## config.mk

```make
export PLATFORM = sky130hd
export DESIGN_NAME = req_arbiter4
export DESIGN_NICKNAME = d
export VERILOG_FILES = /design/src/rtl/req_arbiter4.sv
export SDC_FILE = /design/constraint.sdc
export NUM_CORES = 1
export LEC_CHECK = 0
export CAP_MARGIN = 20
export CORE_AREA = 2 2 62 64
export CTS_BUF_LIST = sky130_fd_sc_hd__clkbuf_16
export DETAILED_ROUTE_END_ITERATION = 8
export DIE_AREA = 0 0 64 66
export GPL_TIMING_DRIVEN = 1
export PLACE_DENSITY = 0.53
export SLEW_MARGIN = 20
export SYNTH_ARGS = -nofsm -noshare
export SYNTH_HDL_FRONTEND = slang
export SYNTH_SLANG_ARGS = --single-unit
export TNS_END_PERCENT = 10
```

## constraint.sdc

```tcl
create_clock -name clk -period 2.6 [get_ports clk]
set_clock_uncertainty 0.2 [all_clocks]
set_input_delay 0.52 -clock clk [delete_from_list [all_inputs] [get_ports clk]]
set_output_delay 0.52 -clock clk [all_outputs]
set_load 0.01 [all_outputs]
```

## src/rtl/req_arbiter4.sv

```systemverilog
// Four-requester arbiter with fixed or round-robin priority and an optional hold timeout.
// Grant outputs are registered. A release or preempt hands over with no idle cycle in between.
module req_arbiter4 #(
  parameter bit          RR       = 1'b1,
  parameter int unsigned MAX_HOLD = 8
) (
  input  logic       clk,
  input  logic       rst,
  input  logic [3:0] req,
  output logic [3:0] gnt,
  output logic [1:0] gnt_id,
  output logic       gnt_valid
);

  localparam logic [0:0] IDLE  = 1'b0;
  localparam logic [0:0] GRANT = 1'b1;

  localparam logic [7:0] hold_max = 8'(MAX_HOLD);
  localparam bit         hold_en  = (MAX_HOLD != 0);

  logic [0:0] state_q, state_d;
  logic [1:0] ptr_q, ptr_d;
  logic [7:0] hold_q, hold_d;
  logic [1:0] id_d;
  logic [3:0] gnt_d;

  logic [1:0] owner;
  logic [1:0] ptr_rel;
  logic [3:0] others;
  logic [2:0] pick_idle, pick_oth;

  // Returns {found, index}. The search starts at top and descends with wrap, so the
  // last hit written, at k = 0, is the highest-priority hit.
  function automatic logic [2:0] select(input logic [3:0] mask, input logic [1:0] top);
    logic [2:0] res;
    logic [1:0] idx;
    res = 3'b000;
    for (int k = 3; k >= 0; k--) begin
      idx = top - 2'(k);
      if (mask[idx]) res = {1'b1, idx};
    end
    return res;
  endfunction

  always_comb begin
    owner     = gnt_id;
    others    = req & ~(4'b0001 << owner);
    ptr_rel   = RR ? owner - 2'd1 : 2'd3;
    pick_idle = select(req, RR ? ptr_q : 2'd3);
    // On release req[owner] is already 0, so others equals req.
    pick_oth  = select(others, ptr_rel);

    state_d = state_q;
    id_d    = gnt_id;
    ptr_d   = ptr_q;
    hold_d  = hold_q;

    unique case (state_q)
      IDLE: begin
        if (pick_idle[2]) begin
          state_d = GRANT;
          id_d    = pick_idle[1:0];
          hold_d  = 8'd1;
        end
      end
      GRANT: begin
        if (!req[owner]) begin
          ptr_d = ptr_rel;
          if (pick_oth[2]) begin
            id_d   = pick_oth[1:0];
            hold_d = 8'd1;
          end else begin
            state_d = IDLE;
            id_d    = 2'd0;
            hold_d  = 8'd0;
          end
        end else if (hold_en && hold_q >= hold_max) begin
          if (pick_oth[2]) begin
            ptr_d  = ptr_rel;
            id_d   = pick_oth[1:0];
            hold_d = 8'd1;
          end else begin
            hold_d = hold_max;
          end
        end else if (hold_q != 8'hff) begin
          hold_d = hold_q + 8'd1;
        end
      end
    endcase

    gnt_d = (state_d == GRANT) ? (4'b0001 << id_d) : 4'b0000;
  end

  always_ff @(posedge clk or posedge rst) begin
    if (rst) begin
      state_q   <= IDLE;
      gnt_id    <= 2'd0;
      ptr_q     <= 2'd3;
      hold_q    <= 8'd0;
      gnt       <= 4'b0000;
      gnt_valid <= 1'b0;
    end else begin
      state_q   <= state_d;
      gnt_id    <= id_d;
      ptr_q     <= ptr_d;
      hold_q    <= hold_d;
      gnt       <= gnt_d;
      gnt_valid <= |gnt_d;
    end
  end

endmodule

```

# Yosys cells after proc, flatten, opt, wreduce, memory -nomap -nowiden
# Cells that the tools add are included.
dict set report op_classes {
  eq_ne 5
  shifts 2
  n_mux 47
  n_bitwise 3
  order_cmp 10
  add_sub_neg 8
  reduce_logical 3
}
# op count
set op_table {}
lappend op_table {{$mux 8} 4}
lappend op_table {{$lt 2x3->1 const B} 9}
lappend op_table {{$mux 3} 8}
lappend op_table {{$bmux 1 s2} 9}
lappend op_table {{$mux 2} 8}
lappend op_table {{$pmux 8 s2} 1}
lappend op_table {{$mux 1} 13}
lappend op_table {{$add 8x1->8 const B} 1}
lappend op_table {{$ge 8x4->1 const B} 1}
lappend op_table {{$mux 4} 2}
lappend op_table {{$ne 8x8->1 const B} 1}
lappend op_table {{$shl 1x2->4 const A} 2}
lappend op_table {{$sub 2x2->2 const B} 4}
lappend op_table {{$sub 2x1->2 const B} 3}
lappend op_table {{$and 4x4->4} 1}
lappend op_table {{$ne 2x2->1 const B} 2}
lappend op_table {{$ne 4x2->1 const B} 1}
lappend op_table {{$not 4->4} 1}
lappend op_table {{$pmux 2 s2} 1}
lappend op_table {{$reduce_or 4->1} 1}
lappend op_table {{$reduce_and 3->1} 1}
lappend op_table {{$ne 2x1->1 const B} 1}
lappend op_table {{$pmux 1 s2} 1}
lappend op_table {{$reduce_and 2->1} 1}
lappend op_table {{$not 1->1} 1}
dict set report word_totals {
  ff_bits 18
  in_bits 6
  word_cells 84
}

# Longest topological paths before layout
# Gate-level depths: netlist of run 1.
dict set report depth {
  word_depth 16
  depth_mapped 9
}

# Least setup slack after synthesis of run 1
# No wires, ideal clock.
dict set report synth_path {
  path_type {register to register}
  start {register gnt_id[0]}
  end {register gnt[0]}
  setup_ns 0.098
  synth_period_minus_slack_ns 2.690
  t_arrival_ns 2.392
  required_time_ns 2.302
  path_slack_ns -0.090
  n_path_buf 1
  path_stages_with_launch 10
  path_cell_list {dfrtp_1 clkbuf_4 inv_1 ha_1 nor3b_1 or4_4 o22ai_4 a21o_4 o221a_4 nor4bb_2}
}
dict set report synth_via {
  elab_cells_between_ends 32
  cone_classes {add/sub: 4; shift: 2; mux: 24; bitwise: 2}
}
# element line
set synth_rtl {}
lappend synth_rtl {{from (decl)} 11} ;# output logic [1:0] gnt_id,
lappend synth_rtl {{from (signal assigned)} 104} ;# gnt_id <= id_d;
lappend synth_rtl {{$sub 2x1->2 (*)} 48} ;# ptr_rel = RR ? owner - 2'd1 : 2'd3;
lappend synth_rtl {{via ptr_rel[0]} 28} ;# logic [1:0] ptr_rel;
lappend synth_rtl {{$sub 2x2->2} 39} ;# idx = top - 2'(k);
lappend synth_rtl {{$bmux 1 s2} 40} ;# if (mask[idx]) res = {1'b1, idx};
lappend synth_rtl {{$mux 1 (not written as such)} 40}
lappend synth_rtl {{$mux 3 (3 in series)} 40}
lappend synth_rtl {{$mux 3 (*)} 40}
lappend synth_rtl {{$mux 2} 78} ;# if (pick_oth[2]) begin
lappend synth_rtl {{$mux 2} 77} ;# end else if (hold_en && hold_q >= hold_max) begin
lappend synth_rtl {{$mux 2 (*)} 67} ;# if (!req[owner]) begin
lappend synth_rtl {{$pmux 2 s2 (*)} 58} ;# unique case (state_q)
lappend synth_rtl {{via id_d[1]} 24} ;# logic [1:0] id_d;
lappend synth_rtl {{$shl 1x2->4 (*)} 91} ;# gnt_d = (state_d == GRANT) ? (4'b0001 << id_d) : 4'b0000;
lappend synth_rtl {{$mux 4 (*)} 91}
lappend synth_rtl {{via gnt_d[0]} 25} ;# logic [3:0] gnt_d;
lappend synth_rtl {{to (signal assigned)} 107} ;# gnt <= gnt_d;
lappend synth_rtl {{to (decl)} 10} ;# output logic [3:0] gnt,
# The timed path passes the listed nets; every way through them passes the cells marked *. The select of a mux whose other input is x is not followed.
# A chain may end at the register's enable or synchronous reset.

# Worst setup path after layout of run 1
dict set report layout_path {
  start {register gnt_id[0]}
  end {register gnt[0]}
}
dict set report layout_via {
  elab_chain_cells 15
  elab_cells_between_ends 32
  cone_classes {add/sub: 4; shift: 2; mux: 24; bitwise: 2}
}
# element line
set layout_lines {}
lappend layout_lines {{branches (longest 14 deep; another with $sub 2x1->2)} --}
lappend layout_lines {{$mux 4 (*)} 91}
lappend layout_lines {{via gnt_d[0]} 25}
# Mark *: on every way through the listed nets, which the timed path passes. The select of a mux whose other input is x is not followed.

==> impl.org, run 1 <==
** Run status
- Run status :: finished clean

** Placement
- Number of buffers added on ports :: 12
- Number of placed instances with taps included :: 201
- Summing all placed instances gives a cell area of 0.001521 mm^2.
- Last weighted congestion value of the routability-driven placer :: a little over 0.8
- The wire-length estimate of the detail-placed layout is between 2000 and 2500 um.

** Power
- Share of power burned in the clock network :: 15.3%
- Switching power share of the total :: a little under two fifths
- Overall power consumption :: 1942 uW
- Maximum VDD drop :: 675.0 uV
- The share of total power dissipated in sequential elements is 24.7%.
- LEAKAGE :: 0.0008022 uW
- The internal power of the cells totals 1214 uW.
- Power density over cell area :: ~1100 mW/mm^2
- Switch Pwr :: 727.6 uW
- Per report_power, the combinational group accounts for 59.9% of the total.

** CTS
- In this run the number of H-tree levels came out at 1.
- After clock tree synthesis, the clock-pin slew on the worst setup and hold paths is 0.05 ns.
- The clock passes through at most 2 buffers.
- The cell sitting at the root of the clock tree is a clkbuf_16.
- Clock latency on the worst-skew pair, taken at its later pin, is 0.24 ns.
- TritonCTS clock tree :: yes
- Total number of clock tree sinks :: 18
- Counting the buffers created by CTS gives 3.

** Yosys
- Flop and latch count out of synthesis :: 18
- The number of different library cells used by synthesis comes to 46.
- Post-synthesis sequential area ratio :: 37.67%
- During synthesis, Yosys emitted a total of 0 warnings.
- Number of enable flip-flop cells after synthesis :: 0
- Mapped Area :: 0.001202 mm^2
- Asr flop ratio synth :: 100.0%
- Leading cell types by total area after synthesis :: dfrtp_1, ha_1, dfstp_2
- Cell type contributing the most total cell area after synthesis :: dfrtp_1
- Commonest register cell after synthesis :: dfrtp_1
- In this run the biggest area consumer among cell types represents 33.30% of the synthesized area.
- Post-Synthesis Net Count :: approximately 140
- Dividing the synthesized area by the synthesized cell count gives approximately 9.7 um^2.
- Synthesized instance count :: 124

** Global routing
- Summed over all layers, the global routing overflow is 0.
- The via count of the first global-routing pass was ~1000.
- Global routing used 14.88% of the available tracks across all layers.
- Pin count of the biggest net entering global routing :: 19
- The number of antenna violations at the first check in global routing is 0.
- Wire length of the first global-routing pass :: ~4800 um

** Timing
- Fin. max-slew vios :: 0
- Share of the clock period used by the worst path after layout :: 96.23%
- Hold violation total from the final report :: 0
- For the pin with the worst max-slew slack, the measured transition is 0.7027 ns.
- In this run the tightest slew margin relative to its limit is between 50 and 60%.
- The worst path needs 2.502 ns of the cycle, external delays included.
- Setup violations remaining at the end of the flow were counted as 0.
- Derived from the worst setup path, the maximum achievable clock frequency is 399.7 MHz.

** Layout
- Final Util :: 47.64%
- N_diodes :: 0
- Non-filler instance count after layout :: between 200 and 250
- Of the cells placed in the final design, the portion with a size suffix greater than 1 is 31.06%.
- The library cell used most frequently in the layout, excluding fill and tap cells, is buf_4.
- Once layout is done, the placed cells without fillers occupy 0.001692 mm^2.
- Most used cells in the layout excluding fill and tap cells :: buf_4, dfrtp_1, inv_1, clkdlybuf4s50_1
- In the final design database the tool counted 174 nets.
- Area growth from synthesis to layout :: 40.69%

** Worst setup path
- CP max stage cell :: or4_4
- Crit. End Element :: flop
- Required time of the worst setup path :: 2.55 ns
- For this run, the slowest stage of the critical path takes 0.56 ns.
- On the critical path the largest part of the delay comes from simple AND/OR/NAND/NOR gates.
- The worst setup path is launched from a flop.
- Ordered cell list for the critical path :: buf_8, buf_6, and3b_1, or4_4, o22ai_4, a211oi_2, o211ai_2, nor4bb_4
- Biggest fanout along the worst timing path :: 8
- Data arrives at the worst endpoint at 2.45 ns.
- CP bufs+invs :: 2
- The critical path runs through a total of 8 cells.
- The critical path is of the reg2reg type.
- For the worst flop-to-flop path, the logic depth is 8.

** Routing
- First-pass iteration count of the detailed router :: 4
- DRC viols :: 0
- Vias per cell :: 5.215
- Wire length per cell after detailed routing :: 14.47 um
- Via count :: 1090
- Wires add up to 3025 um.
- After the first detailed-routing iteration, the DRC count stood at 43.
- Number of routed nets with antenna violations :: 0

** Run
- MaxCap Viol Count :: 0

** Floorplanning
- Die span in x :: 64 um
- Starting density of the core :: 33.86%
- The die covers 0.004224 mm^2.
- I/O pin cnt :: 13
- Total number of placement rows :: 22
- Core region area :: 0.003551 mm^2
- Measured along the y axis, the die boundary spans around 66 um.

** Hold path
- The tightest min-delay check is of the reg2reg type.
- Along the worst hold path, the cell count comes to 1.
kinds of logic after synthesis:
logic type / count (synthesis) / synth area share (%)
fa+ha+maj: 6 / 6.243
xor+xnor: 1 / 0.7285
compound gates: 40 / 25.70
flops: 18 / 37.67
mux: 4 / 4.370
simple gates: 37 / 18.63
buf+inv: 18 / 6.659
power groups by stage:
stage	combinational, uW	sequential, uW	clock [uW]
3_5_place_dp	1000	482	0
4_1_cts	1010	478	307
2_1_floorplan	634	482	0
6_report	1160	480	298
5_1_grt	1280	491	320
3_3_place_gp	998	477	0
through the flow:
step | hold slack [ns] | setup TNS [ns] | setup WS [ns]
final | 0.3088 | 0 | 0.09802
after global routing | 0.3220 | -0.0001001 | -0.0001001
after CTS | 0.3112 | 0 | 0.001651
after detailed placement | 0.2866 | -0.6160 | -0.1746
after global placement | 0.2875 | -0.4962 | -0.1327
after floorplan | 0.2570 | 0 | 0.003864
repair_timing:
| action | CTS | global route |
|---|---|---|
| gates resized for setup | 0 | 13 |
| setup endpoints to repair | 0 | 5 |
| hold buffers | 0 | 0 |
| buffers inserted | 0 | 4 |
synthesized netlist by cell type (2+ instances only):
library cell and n:
dfrtp_1 16, inv_1 12, a21oi_1 10, nand2_1 10, o21ai_0 9, ha_1 6, nor2_1 5, and3_1 4
a21o_1 3, clkbuf_1 3, mux2i_1 3, nor3b_1 3, a22oi_1 2, and3b_1 2, dfstp_2 2, nand3_1 2
nor3_1 2, o22ai_1 2
worst paths after layout:
path	startpoint	to	slack [ns]
min in group asynchronous	rst	hold_q[4]	0.49
setup / recovery	gnt_id[0]	gnt[0]	0.1
setup reg to reg	gnt_id[0]	gnt[0]	0.1
hold / removal	hold_q[4]	hold_q[4]	0.31
hold reg to reg	hold_q[4]	hold_q[4]	0.31
max in group asynchronous	rst	gnt_id[1]	1.21
state kept, by name, indices dropped and copies added, names as in the netlist:
| signal | cells |
|---|---|
| hold_q | 8 |
| gnt | 4 |
| gnt_id | 2 |
| ptr_q | 2 |
| gnt_valid | 1 |
| state_q | 1 |
per-layer routing:
| layer | global-route usage (%) | part of all wire, % | wire length [um] |
|---|---|---|---|
| met1 | 18.83 | 44 | 1324 |
| met2 | 25.52 | 53 | 1610 |
| met3 | 3.407 | 3.0 | 90 |
| met4 | 3.804 | 0 | 0 |
| met5 | 0 | 0 | 0 |
area by class of cell:
class | count | area (um^2)
fill | 331 | 1859
multi-input combinational | 88 | 703.2
sequential | 18 | 455.4
timing repair buffer | 39 | 349.1
clock buffer | 3 | 75.07
tap | 48 | 60.06
inverter | 12 | 45.04
clock inverter | 1 | 3.754
Power figures use the tool's default switching activity.
==> run 2: changes to the inputs <==
--- a/config.mk
+++ b/config.mk
@@ -12,6 +12,7 @@
 export DIE_AREA = 0 0 64 66
 export GPL_TIMING_DRIVEN = 1
 export PLACE_DENSITY = 0.53
+export SKIP_CTS_REPAIR_TIMING = 1
 export SLEW_MARGIN = 20
 export SYNTH_ARGS = -nofsm -noshare
 export SYNTH_HDL_FRONTEND = slang
==> results of run 2 <==
Final layout, timing and power as in run 1 (identical DEF).
==> run 3: changes to the inputs <==
--- a/config.mk
+++ b/config.mk
@@ -11,7 +11,7 @@
 export DETAILED_ROUTE_END_ITERATION = 8
 export DIE_AREA = 0 0 64 66
 export GPL_TIMING_DRIVEN = 1
-export PLACE_DENSITY = 0.53
+export PLACE_DENSITY = 0.57
 export SKIP_CTS_REPAIR_TIMING = 1
 export SLEW_MARGIN = 20
 export SYNTH_ARGS = -nofsm -noshare
==> impl.org, run 3 (synthesis gave the netlist of run 1 again) <==
** Routing
- Wire length per cell after detailed routing :: 13.26 um (was 14.47 um)
- Drt initial violations :: 42 (was 43)
- The detailed-route vias per instance came to 5.000 (was 5.215).
- The residual DRC count was 0 (unchanged).
- Total detailed-routing wirelength :: 2784 um (was 3025 um)
- First-pass iteration count of the detailed router :: 4 (unchanged)
- The number of nets still failing antenna checks after routing was 0 (unchanged).
- Via count :: 1050 (was 1090)

** Worst setup path
- The largest stage delay on the critical path came to 0.52 ns (was 0.56 ns).
- The startpoint of the lowest-slack register-to-register path was gnt_id[1] (was gnt_id[0]).
- The number of cell instances on the worst register-to-register path came to 8 (unchanged).
- The minimum setup slack among reg-to-reg paths is 0.11 ns (was 0.1 ns).
- CP max stage cell :: or4_4 (unchanged)
- The launching element of the worst setup path was req[0] (was gnt_id[0]).
- Ordered cell list for the critical path :: clkdlybuf4s50_1, nor3b_2, or4_4, o22ai_4, a211oi_2, o211ai_2, nor4bb_2 (was buf_8, buf_6, and3b_1, or4_4, o22ai_4, a211oi_2, o211ai_2, nor4bb_4)
- The data required time at the worst endpoint came to 2.55 ns (about the same).
- The reg-to-reg critical path endpoint is gnt[0] (unchanged).
- The top fanout value on the critical path came to 5 (was 8).
- The sort of element at the end of the critical path is a flop (unchanged).
- CP arrival :: 2.45 ns (about the same)
- Startpoint type of the worst setup path :: input pin (was flop)
- Worst setup path end :: gnt[0] (unchanged)
- The critical path class was in2reg (was reg2reg).

** Floorplanning
- Core region area :: 0.003551 mm^2 (unchanged)
- The starting utilization of the core area is 33.86% (unchanged).
- The floorplan die width came to 64 um (unchanged).
- The count of pins on the block boundary is 13 (unchanged).
- Overall die height :: 66 um (unchanged)
- The number of placement rows came to 22 (unchanged).
- Area of the die :: 0.004224 mm^2 (unchanged)

** CTS
- The clock sink count was 18 (unchanged).
- Clock latency on the worst-skew pair :: 0.24 ns (about the same)
- The clock input transition at the sequential cells of the worst setup and hold paths was 0.05 ns (about the same).
- TritonCTS clock tree :: yes (unchanged)
- Longest Clk Path Bufs :: 2 (unchanged)
- Number of H-tree levels :: 1 (unchanged)
- Total CTS buffers :: 3 (unchanged)
- The root buffer selected by CTS is clkbuf_16 (unchanged).

** Global routing
- The number of antenna violations at the first check in global routing came to 0 (unchanged).
- Pin count of the biggest net entering global routing :: 19 (unchanged)
- The first-pass GRT wire length is 4857 um (was 4843 um).
- The combined global-route utilization of all metal layers was 14.54% (was 14.88%).
- Vias in the first global route :: 1084 (was 1027)
- The total congestion overflow after global routing is 0 (unchanged).

** Timing
- Fin. max-slew vios :: 0 (unchanged)
- The minimum clock period was 2.499 ns (was 2.502 ns).
- The pin slew with the least headroom to its limit was 0.6629 ns (was 0.7027 ns).
- The smallest hold slack was 0.3034 ns (was 0.3088 ns).
- The final setup violation count is 0 (unchanged).
- Worst slew margin relative to its limit :: 55.76% (was 53.10%)
- The fraction of the cycle the final worst path needs is 96.12% (was 96.23%).
- Setup repair after global routing left no endpoint under its margin.
- Highest attainable clock frequency :: 400.1 MHz (was 399.7 MHz)
- The final hold violation count came to 0 (unchanged).

** Layout
- The share of final-layout standard cells stronger than drive strength 1 was 33.33% (was 31.06%).
- Area occupied by multi-input gates :: 706.9 um^2 (was 703.2 um^2)
- The register with the most flip-flops is hold_q (unchanged).
- Registers with the most flip-flops: hold_q (8), gnt (4) (unchanged).
- Non-filler instance count after layout :: 210 (was 209)
- The commonest non-fill, non-tap cell in the layout is buf_4 (unchanged).
- Fillers :: 335 (was 331)
- The sequential cell area came to 455.4 um^2 (unchanged).
- Number of nets in the layout :: 175 (was 174)
- Max reg flops :: 8 (unchanged)
- The layout overhead on the synthesized area was 40.17% (was 40.69%).
- The antenna diode count is 0 (unchanged).
- Most used cells in the layout excluding fill and tap cells :: buf_4, dfrtp_1, clkdlybuf4s50_1, inv_1, nand2_1 (was buf_4, dfrtp_1, inv_1, clkdlybuf4s50_1)

** Placement
- Number of buffers added on ports :: 12 (unchanged)
- The number of placed cells counting well taps came to 204 (was 201).
- HPWL after DPL :: 2163 um (was 2166 um)
- The weighted congestion at the end of routability-driven global placement was 0.8738 (was 0.8128).

** Hold path
- The type of the worst min-delay path is reg2reg (unchanged).

** Power
- The power density over cell area was 1115 mW/mm^2 (was 1148 mW/mm^2).
- The highest ir drop seen on vdd was 710.8 uV (was 675.0 uV).
- The cell leakage power came to 0.0007964 uW (was 0.0008022 uW).

** Run
- The reported max-cap violation count came to 0 (unchanged).

** Run status
- Run status :: finished clean (unchanged)
## run 3: worst max-delay path, delay by kind of cell
family	cells	cell delay, ns
simple gates	3	0.95
compound gates	3	0.53
buf+inv	1	0.45
## run 3: how the worst min path moves through the flow
stage,slack [ns],depth (start not counted),startpoint,endpoint
3_5_place_dp,0.29,1,hold_q[3],hold_q[3]
4_1_cts,0.30,1,hold_q[3],hold_q[3]
5_1_grt,0.33,2,ptr_q[0],ptr_q[0]
6_report,0.30,2,ptr_q[0],ptr_q[0]
3_3_place_gp,0.29,1,hold_q[3],hold_q[3]
2_1_floorplan,0.26,1,rst,gnt[0]
## run 3: layout make-up
type / instances / area share [%]
inverters: 12 / 2.821
clock buffers: 3 / 4.454
repair buffers: 40 / 19.97
clock inverters: 1 / 0.2227
well taps: 48 / 3.563
multi-input cells: 88 / 41.94
flip-flops and latches: 18 / 27.02
## run 3: power by group
group | switching, uW | internal [uW]
sequential | 97.4 | 390
combinational | 513 | 582
clock | 92.7 | 204
## run 3: through the flow
step / util (%) / instance area (um^2) / power (uW) / setup TNS [ns] / worst slack, ns
after global routing: 47.46 / 1685 / 2030 / 0 / 0.002566
after CTS: 45.70 / 1623 / 1816 / 0 / 0.02970
after detailed placement: 43.48 / 1544 / 1508 / -0.5540 / -0.1675
final: 47.46 / 1685 / 1879 / 0 / 0.1008
after floorplan: - / 1204 / 1116 / 0 / 0.003864
after global placement: 43.48 / 1544 / 1489 / -0.4420 / -0.1241
## run 3: routing by layer
layer / routed length [um] / GRT usage [%]
met5: 0 / 0
met4: 16 / 2.717
met3: 59 / 3.407
met2: 1408 / 26.04
met1: 1300 / 17.84
